## config.mk

```make
export PLATFORM = sky130hd
export DESIGN_NAME = ysyx_22040759_mem_arbiter
export DESIGN_NICKNAME = d
export VERILOG_FILES = /design/src/rtl/ysyx_22040759_mem_arbiter.sv
export SDC_FILE = /design/constraint.sdc
export NUM_CORES = 1
export LEC_CHECK = 0
export CAP_MARGIN = 5
export CELL_PAD_IN_SITES_DETAIL_PLACEMENT = 0
export CELL_PAD_IN_SITES_GLOBAL_PLACEMENT = 1
export CORE_MARGIN = 10
export CORE_UTILIZATION = 34
export DETAILED_ROUTE_END_ITERATION = 8
export PLACE_DENSITY_LB_ADDON = 0.1
export SYNTH_ARGS = -nofsm -noshare
export SYNTH_HDL_FRONTEND = slang
export SYNTH_SLANG_ARGS = --single-unit
```

## constraint.sdc

```tcl
create_clock -name clk -period 2.66 [get_ports clk]
set_clock_uncertainty 0.1 [all_clocks]
set_input_delay 0.266 -clock clk [delete_from_list [all_inputs] [get_ports clk]]
set_output_delay 0.266 -clock clk [all_outputs]
set_load 0.01 [all_outputs]
```

## src/rtl/ysyx_22040759_mem_arbiter.sv

```systemverilog
// Memory port arbiter: shares one req/gnt/rvalid memory port between
// instruction fetch and the load/store path, one transaction at a time.
//
// Ports:
//   clk, rst_n            clock, asynchronous active-low reset
//   ifu_req_i/addr_i      fetch request (level) and 4-byte aligned PC
//   ifu_valid_o/inst_o    one-cycle fetch completion pulse and instruction
//   lsu_ren_i/wen_i       load/store request (level), both high = store
//   lsu_func3_i           access size and signedness
//   lsu_addr_i/wdata_i    access address and LSB-justified store data
//   lsu_rdata_o           extended load result
//   lsu_done_o/err_o      completion pulse, error flags a misaligned access
//   mem_*_o / mem_*_i     registered request side, grant and response side
//   stall_o               freeze PC and writeback until the access completes

module ysyx_22040759_mem_arbiter #(
    parameter int ADDR_W = 64,
    parameter int XLEN   = 64
) (
    input  logic                clk,
    input  logic                rst_n,
    input  logic                ifu_req_i,
    input  logic [ADDR_W-1:0]   ifu_addr_i,
    output logic                ifu_valid_o,
    output logic [31:0]         ifu_inst_o,
    input  logic                lsu_ren_i,
    input  logic                lsu_wen_i,
    input  logic [2:0]          lsu_func3_i,
    input  logic [ADDR_W-1:0]   lsu_addr_i,
    input  logic [XLEN-1:0]     lsu_wdata_i,
    output logic [XLEN-1:0]     lsu_rdata_o,
    output logic                lsu_done_o,
    output logic                lsu_err_o,
    output logic                mem_req_o,
    output logic                mem_we_o,
    output logic [ADDR_W-1:0]   mem_addr_o,
    output logic [XLEN-1:0]     mem_wdata_o,
    output logic [XLEN/8-1:0]   mem_wmask_o,
    input  logic                mem_gnt_i,
    input  logic                mem_rvalid_i,
    input  logic [XLEN-1:0]     mem_rdata_i,
    output logic                stall_o
);

    localparam int NB = XLEN / 8;

    typedef enum logic [2:0] {
        IDLE,
        IF_REQ,
        IF_WAIT,
        LS_REQ,
        LS_WAIT
    } state_e;

    state_e              state_q;
    logic                ifu_valid_q;
    logic [31:0]         ifu_inst_q;
    logic [XLEN-1:0]     lsu_rdata_q;
    logic                lsu_done_q;
    logic                lsu_err_q;
    logic                mem_req_q;
    logic                mem_we_q;
    logic [ADDR_W-1:0]   mem_addr_q;
    logic [XLEN-1:0]     mem_wdata_q;
    logic [NB-1:0]       mem_wmask_q;
    logic [2:0]          f3_q;
    logic [2:0]          off_q;
    logic                ld_q;
    logic                pc2_q;

    logic                lsu_any;
    logic                lsu_go;
    logic                ifu_go;
    logic                misalign;
    logic [7:0]          size_mask;
    logic [XLEN-1:0]     wdata_sh;
    logic [NB-1:0]       wmask_sh;
    logic [XLEN-1:0]     rdata_sh;
    logic [XLEN-1:0]     ld_fmt;
    logic [31:0]         inst_sel;
    logic                unused_addr;

    assign unused_addr = ^ifu_addr_i[1:0];

    assign lsu_any = lsu_ren_i | lsu_wen_i;
    // A requester still seeing its own completion pulse is not re-served.
    assign lsu_go  = lsu_any & ~lsu_done_q;
    assign ifu_go  = ifu_req_i & ~ifu_valid_q;

    always_comb begin
        misalign  = 1'b0;
        size_mask = 8'h00;
        unique case (lsu_func3_i[1:0])
            2'd0: begin
                misalign  = 1'b0;
                size_mask = 8'h01;
            end
            2'd1: begin
                misalign  = lsu_addr_i[0];
                size_mask = 8'h03;
            end
            2'd2: begin
                misalign  = |lsu_addr_i[1:0];
                size_mask = 8'h0F;
            end
            2'd3: begin
                misalign  = |lsu_addr_i[2:0];
                size_mask = 8'hFF;
            end
        endcase
        // func3=111 has no defined access; report it like a misalignment.
        if (lsu_func3_i == 3'b111) begin
            misalign = 1'b1;
        end
    end

    assign wdata_sh = lsu_wdata_i << {lsu_addr_i[2:0], 3'b000};
    assign wmask_sh = NB'(size_mask) << lsu_addr_i[2:0];
    assign rdata_sh = mem_rdata_i >> {off_q, 3'b000};
    assign inst_sel = pc2_q ? mem_rdata_i[63:32] : mem_rdata_i[31:0];

    always_comb begin
        ld_fmt = rdata_sh;
        unique case (f3_q)
            3'b000: ld_fmt = {{(XLEN-8){rdata_sh[7]}}, rdata_sh[7:0]};
            3'b001: ld_fmt = {{(XLEN-16){rdata_sh[15]}}, rdata_sh[15:0]};
            3'b010: ld_fmt = {{(XLEN-32){rdata_sh[31]}}, rdata_sh[31:0]};
            3'b100: ld_fmt = {{(XLEN-8){1'b0}}, rdata_sh[7:0]};
            3'b101: ld_fmt = {{(XLEN-16){1'b0}}, rdata_sh[15:0]};
            3'b110: ld_fmt = {{(XLEN-32){1'b0}}, rdata_sh[31:0]};
            default: ld_fmt = rdata_sh;
        endcase
    end

    always_ff @(posedge clk or negedge rst_n) begin
        if (!rst_n) begin
            state_q     <= IDLE;
            ifu_valid_q <= 1'b0;
            ifu_inst_q  <= '0;
            lsu_rdata_q <= '0;
            lsu_done_q  <= 1'b0;
            lsu_err_q   <= 1'b0;
            mem_req_q   <= 1'b0;
            mem_we_q    <= 1'b0;
            mem_addr_q  <= '0;
            mem_wdata_q <= '0;
            mem_wmask_q <= '0;
            f3_q        <= '0;
            off_q       <= '0;
            ld_q        <= 1'b0;
            pc2_q       <= 1'b0;
        end else begin
            ifu_valid_q <= 1'b0;
            lsu_done_q  <= 1'b0;
            lsu_err_q   <= 1'b0;
            unique case (state_q)
                IDLE: begin
                    if (lsu_go) begin
                        if (misalign) begin
                            lsu_done_q  <= 1'b1;
                            lsu_err_q   <= 1'b1;
                            lsu_rdata_q <= '0;
                        end else begin
                            state_q     <= LS_REQ;
                            mem_req_q   <= 1'b1;
                            mem_we_q    <= lsu_wen_i;
                            mem_addr_q  <= {lsu_addr_i[ADDR_W-1:3], 3'b000};
                            mem_wdata_q <= lsu_wen_i ? wdata_sh : '0;
                            mem_wmask_q <= lsu_wen_i ? wmask_sh : '0;
                            f3_q        <= lsu_func3_i;
                            off_q       <= lsu_addr_i[2:0];
                            ld_q        <= ~lsu_wen_i;
                        end
                    end else if (ifu_go) begin
                        state_q     <= IF_REQ;
                        mem_req_q   <= 1'b1;
                        mem_we_q    <= 1'b0;
                        mem_addr_q  <= {ifu_addr_i[ADDR_W-1:3], 3'b000};
                        mem_wdata_q <= '0;
                        mem_wmask_q <= '0;
                        pc2_q       <= ifu_addr_i[2];
                    end
                end
                IF_REQ, LS_REQ: begin
                    if (mem_gnt_i) begin
                        mem_req_q <= 1'b0;
                        state_q   <= (state_q == IF_REQ) ? IF_WAIT : LS_WAIT;
                    end
                end
                IF_WAIT: begin
                    if (mem_rvalid_i) begin
                        ifu_inst_q  <= inst_sel;
                        ifu_valid_q <= 1'b1;
                        state_q     <= IDLE;
                    end
                end
                LS_WAIT: begin
                    if (mem_rvalid_i) begin
                        if (ld_q) begin
                            lsu_rdata_q <= ld_fmt;
                        end
                        lsu_done_q <= 1'b1;
                        state_q    <= IDLE;
                    end
                end
                default: state_q <= IDLE;
            endcase
        end
    end

    assign ifu_valid_o = ifu_valid_q;
    assign ifu_inst_o  = ifu_inst_q;
    assign lsu_rdata_o = lsu_rdata_q;
    assign lsu_done_o  = lsu_done_q;
    assign lsu_err_o   = lsu_err_q;
    assign mem_req_o   = mem_req_q;
    assign mem_we_o    = mem_we_q;
    assign mem_addr_o  = mem_addr_q;
    assign mem_wdata_o = mem_wdata_q;
    assign mem_wmask_o = mem_wmask_q;

    assign stall_o = (state_q != IDLE)
                   | ((ifu_req_i | lsu_any) & ~ifu_valid_q & ~lsu_done_q);

endmodule

```

# ---- After elaboration in Yosys (flattened, before gate mapping)
# Cells that the tools add are included.
# Widths: inputs -> output; s select.
dict set report word_totals {
  output_inout_bits 238
  input_bits 266
  ff_bits 248
}
dict set report classes {
  n_shift 3
  n_bitwise 12
  mux 42
  reduce_logical 18
  n_eq_ne 22
}
# op count
set op_table {}
lappend op_table {{$mux 64} 11}
lappend op_table {{$pmux 64 s6} 1}
lappend op_table {{$pmux 64 s2} 1}
lappend op_table {{$shl 64x6->64} 1}
lappend op_table {{$shr 64x6->64} 1}
lappend op_table {{$mux 32} 1}
lappend op_table {{$mux 8} 4}
lappend op_table {{$pmux 8 s4} 1}
lappend op_table {{$mux 3} 6}
lappend op_table {{$eq 3x3->1 const B} 5}
lappend op_table {{$mux 1} 13}
lappend op_table {{$ne 2x2->1 const B} 6}
lappend op_table {{$eq 3x2->1 const B} 3}
lappend op_table {{$pmux 3 s3} 1}
lappend op_table {{$reduce_and 3->1} 3}
lappend op_table {{$reduce_and 4->1} 2}
lappend op_table {{$shl 8x3->8} 1}
lappend op_table {{$eq 3x1->1 const B} 2}
lappend op_table {{$logic_not 3->1} 2}
lappend op_table {{$ne 3x3->1 const B} 2}
lappend op_table {{$reduce_bool 2->1} 3}
lappend op_table {{$reduce_or 2->1} 3}
lappend op_table {{$not 1->1} 5}
lappend op_table {{$reduce_and 5->1} 1}
lappend op_table {{11 further kinds} 18}

# ---- Logic depth before layout (Yosys ltp)
# Gate-level depths: netlist of the first run.
dict set report logic_depth {
  depth_word 6
  ltp_mapped 9
}

# ---- Worst setup path before layout of the first run
# Ideal clock, no wire load.
dict set report synth_timing {
  path_type {register to register}
  startpoint {reg lsu_done_q (netlist: lsu_done_o)}
  endpoint {reg mem_wdata_q[29] (netlist: mem_wdata_o[29])}
  n_path_buf 4
  setup_time_ps 121
  required_ps 2439
  path_slack_ps 679
  t_arrival_ps 1760
  stages_incl_launch_ff 10
  cell_sequence {dfrtp_1 > o21bai_1 > buf_2 > and3b_1 > a31oi_1 > nand2b_1 > buf_2 > buf_4 > buf_2 > a22o_1}
}
dict set report synth_between {
  elab_chain_len 4
  elab_cells_between_ends 6
}
# item line_no
set synth_rtl {}
lappend synth_rtl {{from (decl)} 59} ;# logic lsu_done_q;
lappend synth_rtl {{from (signal assigned)} 141} ;# lsu_done_q <= 1'b0;
lappend synth_rtl {{from (signal assigned)} 154} ;# lsu_done_q <= 1'b0;
lappend synth_rtl {{from (signal assigned)} 160} ;# lsu_done_q <= 1'b1;
lappend synth_rtl {{$not 1->1 (*)} 87} ;# assign lsu_go = lsu_any & ~lsu_done_q;
lappend synth_rtl {{$and 1x1->1 (*)} 87}
lappend synth_rtl {{$ne 2x2->1 (no source line) / $reduce_bool 2->1 (equally long branches)} --}
lappend synth_rtl {{$reduce_and 3->1 (no source line)} --}
lappend synth_rtl {{to (signal assigned)} 168} ;# mem_wdata_q <= lsu_wen_i ? wdata_sh : '0;
lappend synth_rtl {{to (decl)} 64} ;# logic [XLEN-1:0] mem_wdata_q;
# Mark *: on every way between the ends. The rest lies on a longest branch, timed or not.
# A chain may end at the register's enable or synchronous reset.

# ---- Worst setup path after layout of the first run
dict set report layout_timing {
  startpoint {reg state_q[0]}
  endpoint {out stall_o}
}
dict set report layout_between {
  elab_chain_len 2
}
# item line_no
set layout_rtl {}
lappend layout_rtl {{from (decl)} 55} ;# state_e state_q;
lappend layout_rtl {{from (signal assigned)} 187} ;# state_q <= (state_q == IF_REQ) ? IF_WAIT : LS_WAIT;
lappend layout_rtl {{$reduce_bool 3->1} 222} ;# assign stall_o = (state_q != IDLE)
lappend layout_rtl {{$or 1x1->1} 223} ;# | ((ifu_req_i | lsu_any) & ~ifu_valid_q & ~lsu_done_q);
lappend layout_rtl {{to (decl)} 42} ;# output logic stall_o
# No other way between the ends.

==> metrics.csv, run 1 <==
stage,metric,value,unit
run_status,status,"finished, final reports clean",
drt,vias,12600,
final_layout,syn_to_final_growth,50.2,%
final_layout,ff_latch_area,6130,um2
synthesis,synthTopCellsByArea,"dfrtp_1 45%, mux2i_1 15%, o21ai_0 5.8%, mux4_2 4.5%, a21oi_1 2.9%",
place,gp_congestion,0.957,
setup_path,rr_worst_depth,6,
setup_path,cp-end-kind,output port,
final_layout,stdcell_area,20400,um2
synthesis,synth_area_per_cell,10.3,um2
sta,setup_viol,0,
synthesis,synthSimpleGateAreaFrac,0.0865,
pwr,vdd_drop_max,0.000537,V
drt,wl_per_cell,25.3,um
die,rows,73,
synthesis,yosys.area_share.xor_xnor,0,
setup_path,worstSetupStartpointType,flop,
setup_path,required,2290,ps
sta,finalMaxSlewViolations,0,
cts,cts_max_path_buffers,3,
final_layout,multi_input_area,6920,um2
die,die_w,220,um
setup_path,crit_type,flop to output port,
place,place_area,19400,um2
grt,overflow,0,
drt,drtIter0Drc,936,
setup_path,endpoint,stall_o,
final_layout,drive_above_1_share,0.115,
synthesis,synth-seq-cells,245,
drt,routed-wl-met3,4440,um
cts,postCtsSetupRepairBufs,0,
cts,clock_sinks,245,
grt,grt_max_degree,66,
pwr,p_leak,8.63,nW
sta,period_share,0.950,
final_layout,final_common_cell,clkdlybuf4s50_1,
grt,antenna_found_initial,6,
setup_path,cp_max_fo,11,
drt,route.met2.wl,29900,um
setup_path,r2r_setup_slack,340,ps
cts,cts_tree,done,
sta,worst_slew_pin_slew,734,ps
sta,relSlewSlack,0.509,
cts,worstSkewPairLatency,560,ps
grt,grt_pass1_vias,13000,
job,drv_cap,0,
synthesis,muxShareOfSynthArea,0.210,
cts,clkSlewWorstSetupHoldPaths,70,ps
sta,hold_viol,0,
sta,period_minus_slack,2530,ps
cts,cts_buffers,28,
final_layout,final_util,0.516,
drt,drc,0,
synthesis,yosys.area_share.adder,0,
synthesis,synth_edf_count,0,
pwr,powerDensity,993,nW/um2
synthesis,synth-seq-area-share,0.450,
place,hpwl,46200,um
synthesis,postSynthCellCount,1326,
cts,root_buffer,clkbuf_16,
synthesis,synth_top_area_cell,dfrtp_1,
synthesis,netlist_area,13600,um2
place,numPortBuffers,498,
worst_hold_path,hold_path_class,input port to flop,
sta,fmax,396,MHz
grt,track_usage,0.236,
synthesis,async_flop_share,1.00,
die,core,39600,um2
drt,ant_nets,0,
final_layout,finalNetCount,2067,
die,die-area,48500,um2
synthesis,ys_warn_count,0,
place,dp.cells,2295,
synthesis,synth-main-ff-cell,dfrtp_1,
sta,finalSetupTns,0,ps
die,fp.dieH,220,um
setup_path,regToRegEndpoint,lsu_rdata_o[9],
cts,htreeDepth,1,
synthesis,synth_top_family_by_area,multiplexers,
drt,drt-total-wl,59400,um
grt,grt_first_pass_wirelength,86500,um
final_layout,final_cell_mix,"494 x clkdlybuf4s50_1, 243 x dfrtp_1, 198 x mux2i_1",
drt,top_layer,met5,
drt,vias_per_cell,5.38,
drt,dr.pass1.iters,7,
final_layout,final_cells,2350,
drt,wl_met1,23900,um
setup_path,rr_startpoint,off_q[1],
setup_path,cp-startpoint,state_q[0],
final_layout,num-fill-cells,3673,
synthesis,netlist.area_leader.share,0.450,
die,num_io_pins,504,
synthesis,ys_types,62,
sta,rsz0062_at_grt,false,
die,start_util,0.343,
synthesis,synth_compound_area_frac,0.207,
setup_path,crit_arrival,2160,ps
## worst min path at each step
stage,slack (ps),to,cells after the start,startpoint
floorplan,-130,f3_q[0],0,rst_n
global placement,110,ifu_inst_o[5],1,rst_n
detailed placement,110,ifu_inst_o[5],1,rst_n
CTS,40,off_q[1],2,lsu_addr_i[1]
global route,70,off_q[1],2,lsu_addr_i[1]
finish,70,off_q[1],2,lsu_addr_i[1]
## layout make-up
cell class	count	share of cell area
antenna	3	0.000367
clock buffer	41	0.0411
clock inverter	10	0.00747
inverter	7	0.00129
multi-input combinational	951	0.339
sequential	245	0.300
tap	525	0.0321
timing repair buffer	568	0.279
## registers in the layout, indices dropped and copies added (netlist names)
signal and count:
state_q 3, ld_q 1, mem_wmask_o 8, ifu_valid_o 1, pc2_q 1, ifu_inst_o 32
mem_req_o 1, off_q 3, mem_we_o 1, f3_q 3, lsu_err_o 1, lsu_rdata_o 64
mem_wdata_o 64, lsu_done_o 1, mem_addr_o 61
## where the power goes
part	internal, W	total, W	switching, W
sequential	0.00501	0.00593	0.000916
clock	0.00256	0.00418	0.00162
combinational	0.00489	0.0102	0.00531
total	0.0125	0.0203	0.00784
## Yosys cell counts (2+ instances only)
cell type  count
a211o_1        7
a211oi_1      12
a21oi_1       78
a22o_1        31
a32o_1         2
a32oi_1       18
and2_1         7
and3_1         5
buf_1         11
buf_2         36
buf_4         10
buf_6          4
clkbuf_1      63
dfrtp_1      245
inv_1          6
mux2_2        24
mux2i_1      198
mux4_2        27
nand2_1       93
nand2b_1       6
nand3_1       16
nor2_1       101
nor2_2         2
nor2b_1       12
nor3_1         7
o21a_1        12
o21ai_0      158
o21ai_1        5
o21ai_2       20
o22ai_1       22
o2bb2ai_1     38
o31ai_1        9
o32ai_1        8
or3_1          5
## what timing repair did
item	CTS	global route
gates resized for setup	0	0
endpoints found under the hold margin	245	0
endpoints found under the setup margin	0	0
hold buffers	1	0
## worst max-delay path, cell delays in order, from the launching register on
cell and delay [ps]:
dfrtp_1 490, nor3_1 410, o31ai_1 160, clkdlybuf4s50_1 550
## cells by family after synthesis
| group | Yosys count |
|---|---|
| AOI/OAI and AO/OA | 433 |
| buffers and inverters | 132 |
| DFF | 245 |
| muxes | 249 |
| other | 1 |
| and+or+nand+nor | 266 |
## per-stage QoR
step / setup slack, ps / power [W] / hold WS [ps]
after floorplan: 679 / 0.0111 / -130
after global placement: 196 / 0.0162 / 110
after detailed placement: 140 / 0.0163 / 109
after CTS: 91.8 / 0.0205 / 39.1
after global routing: 21.3 / 0.0215 / 66.9
final: 134 / 0.0203 / 74.7
## routing by layer
layer  vias up  global-route usage
met5         -                   0
met4         8              0.0475
met3        64              0.0609
li1       5853                   -
met2       426               0.410
met1      6284               0.290
Power figures use the tool's default switching activity.
==> run 2, diff against run 1 <==
- GPL_ROUTABILITY_DRIVEN: default -> 0
- HOLD_SLACK_MARGIN: default -> 0.05
- PLACE_DENSITY: default -> 0.91
- PLACE_DENSITY_LB_ADDON: 0.1 -> default
==> run 2 against run 1 <==
Net effect: utilization is 0.054 points higher; sequential power is 2% higher; count of clock-buffer cells in the layout is 1 higher; die area stayed put; critical path type unchanged; largest power group unchanged.
==> metrics.csv, run 2 (synthesis gave the netlist of run 1 again) <==
stage,metric,value,unit,change
drt,wl_per_cell,25.0,um,was 25.3 um
drt,vias_per_cell,5.62,,was 5.38
setup_path,crit_family,buffers and inverters,,unchanged
pwr,p_sw_frac,0.388,,was 0.386
pwr,p_total,0.0205,W,was 0.0203 W
setup_path,worst_path_largest_cell_delay,510,ps,was 550 ps
die,fp.dieH,220,um,unchanged
drt,drc,0,,unchanged
final_layout,syn_to_final_growth,50.3,%,was 50.2%
die,start_util,0.343,,unchanged
die,core,39600,um2,unchanged
setup_path,cp-end-kind,output port,,unchanged
grt,grt_max_degree,77,,was 66
final_layout,final_cells,2354,,was 2350
worst_hold_path,hold_depth,3,,was 2
sta,rsz0062_at_grt,false,,unchanged
cts,root_buffer,clkbuf_16,,unchanged
drt,ant_nets,0,,unchanged
sta,fin_hold_ws,158,ps,was 74.7 ps
pwr,vdd_drop_max,0.000551,V,was 0.000537 V
worst_hold_path,hold_path_class,input port to flop,,unchanged
final_layout,final_cell_mix,"494 x clkdlybuf4s50_1, 243 x dfrtp_1, 198 x mux2i_1",,unchanged
final_layout,finalNetCount,2069,,was 2067
cts,clkSlewWorstSetupHoldPaths,60,ps,was 70 ps
sta,period_minus_slack,2520,ps,was 2530 ps
setup_path,crit_type,flop to output port,,unchanged
setup_path,rr_startpoint,off_q[0],,was off_q[1]
grt,grt_pass1_vias,13400,,was 13000
worst_hold_path,hold_end,mem_wdata_o[15],,was off_q[1]
setup_path,cp_max_fo,10,,was 11
die,rows,73,,unchanged
worst_hold_path,worstHoldStart,lsu_addr_i[0],,was lsu_addr_i[1]
place,dp.cells,2294,,was 2295
pwr,p_int,0.0125,W,about the same
setup_path,rr_worst_depth,7,,was 6
final_layout,final_common_cell,clkdlybuf4s50_1,,unchanged
cts,worstSkewPairLatency,580,ps,was 560 ps
cts,cts_max_path_buffers,3,,unchanged
setup_path,r2r_setup_slack,210,ps,was 340 ps
sta,setup_viol,0,,unchanged
pwr,switching_power,0.00795,W,was 0.00784 W
setup_path,path_buf_inv,2,,was 1
place,numPortBuffers,498,,unchanged
setup_path,cp-startpoint,state_q[1],,was state_q[0]
job,drv_cap,0,,unchanged
pwr,p_clk_frac,0.213,,was 0.206
sta,finalSetupTns,0,ps,unchanged
sta,worst_slew_pin_slew,1110,ps,was 734 ps
pwr,p_leak,8.64,nW,was 8.63 nW
pwr,powerDensity,1000,nW/um2,was 993 nW/um2
cts,cts_tree,done,,unchanged
sta,relSlewSlack,0.259,,was 0.509
die,die-area,48500,um2,unchanged
cts,clock_sinks,245,,unchanged
drt,drtIter0Drc,1295,,was 936
setup_path,path_cells,nor3_2 > buf_4 > o31ai_1 > clkdlybuf4s50_1,,was nor3_1 > o31ai_1 > clkdlybuf4s50_1
sta,fmax,397,MHz,was 396 MHz
setup_path,crit_arrival,2160,ps,about the same
drt,dr.pass1.iters,8,,was 7
grt,grt_first_pass_wirelength,85700,um,was 86500 um
grt,overflow,0,,unchanged
cts,postCtsSetupRepairBufs,0,,unchanged
die,num_io_pins,504,,unchanged
pwr,seqPwrFrac,0.296,,was 0.292
setup_path,timing.critical_path.slowest_stage_cell,clkdlybuf4s50_1,,unchanged
setup_path,required,2290,ps,about the same
sta,period_share,0.948,,was 0.950
cts,cts_buffers,30,,was 28
setup_path,worstSetupStartpointType,flop,,unchanged
sta,finalMaxSlewViolations,0,,unchanged
grt,antenna_found_initial,5,,was 6
final_layout,drive_above_1_share,0.118,,was 0.115
drt,drt-total-wl,58800,um,was 59400 um
drt,vias,13200,,was 12600
die,die_w,220,um,unchanged
run_status,status,"finished, final reports clean",,unchanged
place,hpwl,45200,um,was 46200 um
setup_path,regToRegEndpoint,lsu_rdata_o[34],,was lsu_rdata_o[9]
pwr,p_comb_frac,0.491,,was 0.502
grt,track_usage,0.232,,was 0.236
cts,htreeDepth,1,,unchanged
final_layout,final_util,0.516,,about the same
sta,hold_viol,0,,unchanged
## run 2: power groups by stage
stage / clock [W] / combinational, W / sequential (W)
floorplan: 0 / 0.00481 / 0.00625
global placement: 0 / 0.00991 / 0.00601
detailed placement: 0 / 0.0100 / 0.00606
CTS: 0.00443 / 0.0101 / 0.00604
global route: 0.00458 / 0.0108 / 0.00621
finish: 0.00436 / 0.0101 / 0.00606
## run 2: area by class of cell
class,count,area (um2)
clock buffer,42,876
fill,3570,19200
multi-input combinational,951,6930
clock inverter,13,181
timing repair buffer,568,5660
sequential,245,6130
antenna,3,7.51
inverter,7,26.3
tap,525,657
## run 2: what timing repair did
item / in CTS / in global routing
hold endpoints to repair: 71 / 0
resized for setup: 1 / 0
hold buffers: 2 / 0
setup endpoints to repair: 1 / 0
## run 2: layer usage
| metal | global-route usage | share of wire | up-vias |
|---|---|---|---|
| met2 | 0.395 | 0.49 | 726 |
| met4 | 0.0753 | 0.036 | 4 |
| met1 | 0.274 | 0.38 | 6521 |
| met5 | 0 | 0.00053 | - |
| met3 | 0.0692 | 0.098 | 126 |
| li1 | - | - | 5861 |
## run 2: worst max path at each step
stage	slack, ps	to	depth (start not counted)
2_1_floorplan	680	mem_wdata_o[29]	9
3_3_place_gp	190	mem_wdata_o[8]	6
3_5_place_dp	130	mem_wdata_o[10]	6
4_1_cts	110	stall_o	4
5_1_grt	40	lsu_rdata_o[34]	7
6_report	140	stall_o	4
## run 2: metrics by stage
stage | setup WS (ps) | area, um2
global placement | 189 | 19400
detailed placement | 128 | 19400
finish | 138 | 20500
floorplan | 679 | 13600
global route | 42.0 | 20500
CTS | 108 | 20500
## run 2: worst reg2reg max path, cell delays in order, from the launching register on
cell	delay, ps
dfrtp_1	460
buf_4	220
nor2_1	510
a32oi_1	260
a21oi_1	350
o21ai_4	90
buf_12	180
o21ai_0	170
